`config.mk`:
```
export PLATFORM = sky130hd
export DESIGN_NAME = dmem_arbiter
export DESIGN_NICKNAME = d
export VERILOG_FILES = /design/src/rtl/dmem_arbiter.sv
export SDC_FILE = /design/constraint.sdc
export NUM_CORES = 1
export LEC_CHECK = 0
export BUFFER_PORTS_ARGS = -buffer_cell sky130_fd_sc_hd__buf_2
export CELL_PAD_IN_SITES_DETAIL_PLACEMENT = 2
export CELL_PAD_IN_SITES_GLOBAL_PLACEMENT = 2
export CORE_MARGIN = 2
export CORE_UTILIZATION = 20
export CTS_CLUSTER_DIAMETER = 30
export DETAILED_ROUTE_END_ITERATION = 7
export PLACE_DENSITY = 0.86
export SLEW_MARGIN = 20
export SYNTH_ARGS = -nofsm -noshare
export SYNTH_HDL_FRONTEND = slang
export SYNTH_SLANG_ARGS = --single-unit
```
`constraint.sdc`:
```
create_clock -name clk -period 3.3 [get_ports clk]
set_clock_uncertainty 0.2 [all_clocks]
set_input_delay 0.66 -clock clk [delete_from_list [all_inputs] [get_ports clk]]
set_output_delay 0.66 -clock clk [all_outputs]
set_load 0.005 [all_outputs]
```
`src/rtl/dmem_arbiter.sv`:
```
// Data-memory arbiter: MEM stage (p0, fixed priority) vs loader (p1).
// Starvation guard, bounds check, registered load responses, err pulse.
module dmem_arbiter #(
  parameter int MEM_BYTES = 128,
  parameter int MAX_WAIT  = 4
) (
  input  logic        clk,
  input  logic        reset,
  input  logic        p0_req,
  input  logic        p0_we,
  input  logic [31:0] p0_addr,
  input  logic [31:0] p0_wdata,
  output logic        p0_gnt,
  output logic        p0_stall,
  output logic        p0_rvalid,
  output logic [31:0] p0_rdata,
  input  logic        p1_req,
  input  logic        p1_we,
  input  logic [31:0] p1_addr,
  input  logic [31:0] p1_wdata,
  output logic        p1_gnt,
  output logic        p1_rvalid,
  output logic [31:0] p1_rdata,
  output logic        err,
  output logic [31:0] mem_address,
  output logic [31:0] mem_writeData,
  output logic        mem_memRead,
  output logic        mem_memWrite,
  input  logic [31:0] mem_memData
);

  localparam int WW = $clog2(MAX_WAIT + 1);
  localparam logic [WW-1:0] MAXW = WW'(MAX_WAIT);
  localparam logic [31:0] TOP = 32'(MEM_BYTES - 4);

  logic [WW-1:0] wait_cnt;
  logic          starve;
  logic          any_gnt;
  logic          w_we;
  logic [31:0]   w_addr;
  logic [31:0]   w_wdata;
  logic          in_range;
  logic          ld_ok;

  assign starve = (wait_cnt >= MAXW);

  // Grants are forced low while reset is held.
  assign p1_gnt   = reset & p1_req & (~p0_req | starve);
  assign p0_gnt   = reset & p0_req & ~p1_gnt;
  assign p0_stall = p0_req & ~p0_gnt;
  assign any_gnt  = p0_gnt | p1_gnt;

  always_comb begin
    w_we    = 1'b0;
    w_addr  = '0;
    w_wdata = '0;
    unique case (1'b1)
      p1_gnt: begin
        w_we    = p1_we;
        w_addr  = p1_addr;
        w_wdata = p1_wdata;
      end
      p0_gnt: begin
        w_we    = p0_we;
        w_addr  = p0_addr;
        w_wdata = p0_wdata;
      end
      default: ;
    endcase
  end

  // Full 32-bit compare: high addresses never wrap into range.
  assign in_range = (w_addr <= TOP);

  always_comb begin
    mem_address   = '0;
    mem_writeData = '0;
    mem_memRead   = 1'b0;
    mem_memWrite  = 1'b0;
    if (any_gnt && in_range) begin
      mem_address   = w_addr;
      mem_writeData = w_wdata;
      mem_memWrite  = w_we;
      mem_memRead   = ~w_we;
    end
  end

  assign ld_ok = in_range;

  always_ff @(posedge clk or negedge reset) begin
    if (!reset) begin
      wait_cnt <= '0;
    end else if (!p1_req || p1_gnt) begin
      wait_cnt <= '0;
    end else if (wait_cnt < MAXW) begin
      wait_cnt <= wait_cnt + 1'b1;
    end
  end

  always_ff @(posedge clk or negedge reset) begin
    if (!reset) begin
      p0_rvalid <= 1'b0;
      p1_rvalid <= 1'b0;
      p0_rdata  <= '0;
      p1_rdata  <= '0;
      err       <= 1'b0;
    end else begin
      p0_rvalid <= p0_gnt & ~p0_we;
      p1_rvalid <= p1_gnt & ~p1_we;
      err       <= any_gnt & ~in_range;
      if (p0_gnt && !p0_we)
        p0_rdata <= ld_ok ? mem_memData : '0;
      if (p1_gnt && !p1_we)
        p1_rdata <= ld_ok ? mem_memData : '0;
    end
  end

endmodule

```
==> run_results.csv <==
group,metric,value,unit
outcome,outcome,"finished, final reports clean",
setup_path,crit_type,"input port to primary output",
timing,max_freq,312,MHz
setup_path,cp-start-kind,"input port",
setup_path,worst_setup_path_end_kind,"primary output",
floorplan,die_w,138,µm
route,dr_total_vias,3802,
route,first_iter_violations,114,
clocking,clock_sink_count,70,
floorplan,start_util,20.6,%
placed_design,portBuffers,276,
synth,ys_types,36,
placed_design,gp_congestion,0.787,
finish,nets,771,
route,postRouteAntennaNets,0,
finish,syn_to_final_growth,51.8,%
synth,postSynthAreaPerCell,10.9,µm²
route,vias_per_cell,4.56,
route,avgRoutedWirePerCell,19.4,µm
timing,worst_slack,0.0977,ns
floorplan,die_area,18900,µm²
clocking,numCtsBuffers,9,
global_route,grt_pass1_wl,24300,µm
synth,netlist.area_leader.share,49.1,%
global_route,grt_overflow,0,
clocking,cts_tree,"done",
placed_design,dp_slack,-0.00530,ns
setup_path,cpMaxStageDelayCell,"a222oi_1",
finish,fin_cells,834,
floorplan,rows,48,
route,dr.pass1.iters,4,
setup_path,crit_chain,"buf_2 -> a21boi_4 -> nand3_1 -> a222oi_1 -> a211o_1 -> buf_4 -> nor2_1 -> buf_2",
route,remaining_drc_errors,0,
placed_design,dpl.hpwl,12500,µm
synth,synthesis.area,3570,µm²
min_path,hold_path.class,"input port to async pin",
synth,synth_area_leaders,"dfrtp_1 49%, a22o_1 15%, a22oi_1 7.8%",
synth,synth_top_area_cell,"dfrtp_1",
global_route,grt_pass1_vias,4264,
finish,drive_gt1_share,52.9,%
global_route,antenna_found_initial,0,
timing,slew_headroom,37.2,%
flow_run,maxCapViolCount,0,
floorplan,coreArea,17400,µm²
synth,ys_ff_latch,70,
setup_path,critPathMaxFanout,14,
clocking,h-tree-depth,3,
timing,hold_slack,0.101,ns
power,p_leak,3.09,nW
timing,finalSetupViolCount,0,
power,ir_drop,259,µV
setup_path,critPathArrivalTime,2.34,ns
global_route,grt_use_total,16.8,%
timing,finalCritPeriodShare,97.0,%
timing,slew_viol_final,0,
power,powerDensity,415,nW/µm²
clocking,ctsLongestPathBuffers,2,
power,report.power.total,2.25,mW
setup_path,cp_num_buf_inv,3,
synth,synthCells,329,
global_route,grt_max_degree,65,
route,wl,16200,µm
setup_path,worstPathRequired,2.44,ns
finish,antennaDiodeCount,0,
setup_path,cpPeakStageDelay,0.41,ns
clocking,clock_latency,0.32,ns
finish,final_util,31.2,%
synth,ys_seq_area_share,49.1,%
clocking,path_clk_slew,0.06,ns
timing,tightest_slew,0.939,ns
placed_design,placed_cells,817,
setup_path,cp_top_family,"compound AO/OA/AOI/OAI gates",
setup_path,crit_top_cell,"buf_2",
floorplan,die_h,138,µm
timing,finalHoldViolations,0,
synth,yosys_warnings,0,
clocking,cts-root-buf,"clkbuf_16",
timing,fin_crit,3.20,ns
floorplan,io-pin-count,302,
finish,fillers,2023,
## stage by stage
stage	TNS, ns	area (µm²)
2_1_floorplan	0	3660
3_3_place_gp	0	5060
3_5_place_dp	-0.00530	5060
4_1_cts	0	5400
5_1_grt	-0.335	5420
6_report	0	5420
## flip-flops by register name, indices dropped and copies added (netlist names)
name       count
p0_rdata      32
err            1
p1_rvalid      1
p1_rdata      32
p0_rvalid      1
wait_cnt       3
## layout by cell type, fill, tap and decap left out, drive strengths merged
master / count
buf: 292
dfrtp: 70
a22o: 64
nor2: 45
a22oi: 37
conb: 25
clkbuf: 11
nor4: 10
nand2: 9
inv: 6
a21oi: 5
and2: 4
nand4: 3
nand2b: 3
nand3: 2
o211ai: 2
nor3: 2
and3: 2
a211oi: 2
bufinv: 2
and4: 2
clkinv: 2
a21boi: 1
a32oi: 1
a222oi: 1
a211o: 1
o22ai: 1
mux2i: 1
xor2: 1
ha: 1
clkinvlp: 1
## kinds of logic after synthesis
group / synth area share [%]
flip-flops: 49.1
multiplexers: 0.280
AND/OR/NAND/NOR: 10.9
buffers and inverters: 12.3
adder cells (fa/ha/maj): 0.350
other: 0.105
AO/OA/AOI/OAI: 26.7
XOR/XNOR: 0.245
## worst paths after layout
path | startpoint | endpoint | slack (ns) | cells past startpoint
max | p0_req | mem_writeData[31] | 0.1 | 8
max reg2reg | wait_cnt[2] | p1_rdata[21] | 0.45 | 8
min in group clk | p0_rdata[15] | p0_rdata[15] | 0.30 | 1
min reg2reg | p0_rdata[15] | p0_rdata[15] | 0.30 | 1
min | reset | err | 0.10 | 2
max in group asynchronous | reset | p0_rdata[5] | 1.96 | 2
## where the power goes
group	total (mW)	switching, mW	internal [mW]
registers	0.869	0.00472	0.864
clock network	1.08	0.373	0.703
logic	0.306	0.167	0.139
## per-layer routing
metal / GRT usage (%) / up-vias / wire length, µm
li1: - / 1728 / -
met1: 19.1 / 1886 / 6230
met2: 31.7 / 176 / 8670
met3: 4.05 / 12 / 1110
met4: 2.98 / 0 / 175
met5: 0 / - / 0
## synthesized netlist by cell type, drive strengths merged
cell type    instances
and3                 2
nor2                45
a222oi               1
dfrtp               70
o211ai               2
nand2b               3
a22o                64
nand4                3
a211o                1
nand2                9
and2                 4
o22ai                1
nor3                 2
nor4                10
xor2                 1
a21oi                5
a211oi               2
ha                   1
and4                 2
a21boi               1
buf                 39
clkbuf              12
a22oi               37
mux2i                1
nand3                2
conb                 1
a32oi                1
dlygate4sd1          1
inv                  6
## repair_timing
item                                   4_1_cts  5_1_grt
buffers inserted                             0        1
setup endpoints to repair                    2       41
gates resized for setup                      1        2
pin swaps                                    0        2
endpoints found under the hold margin        0        0
hold buffers                                 0        0
## area by class of cell
| class | instances | area, µm² | share of cell area (%) |
|---|---|---|---|
| Clock buffer | 11 | 253 | 4.66 |
| Clock inverter | 5 | 81.3 | 1.50 |
| Inverter | 6 | 22.5 | 0.415 |
| Multi-Input combinational cell | 225 | 1500 | 27.7 |
| Sequential cell | 70 | 1750 | 32.3 |
| Tap cell | 225 | 282 | 5.19 |
| Timing Repair Buffer | 292 | 1530 | 28.2 |
Note: power is estimated with default switching activity, not from simulation.
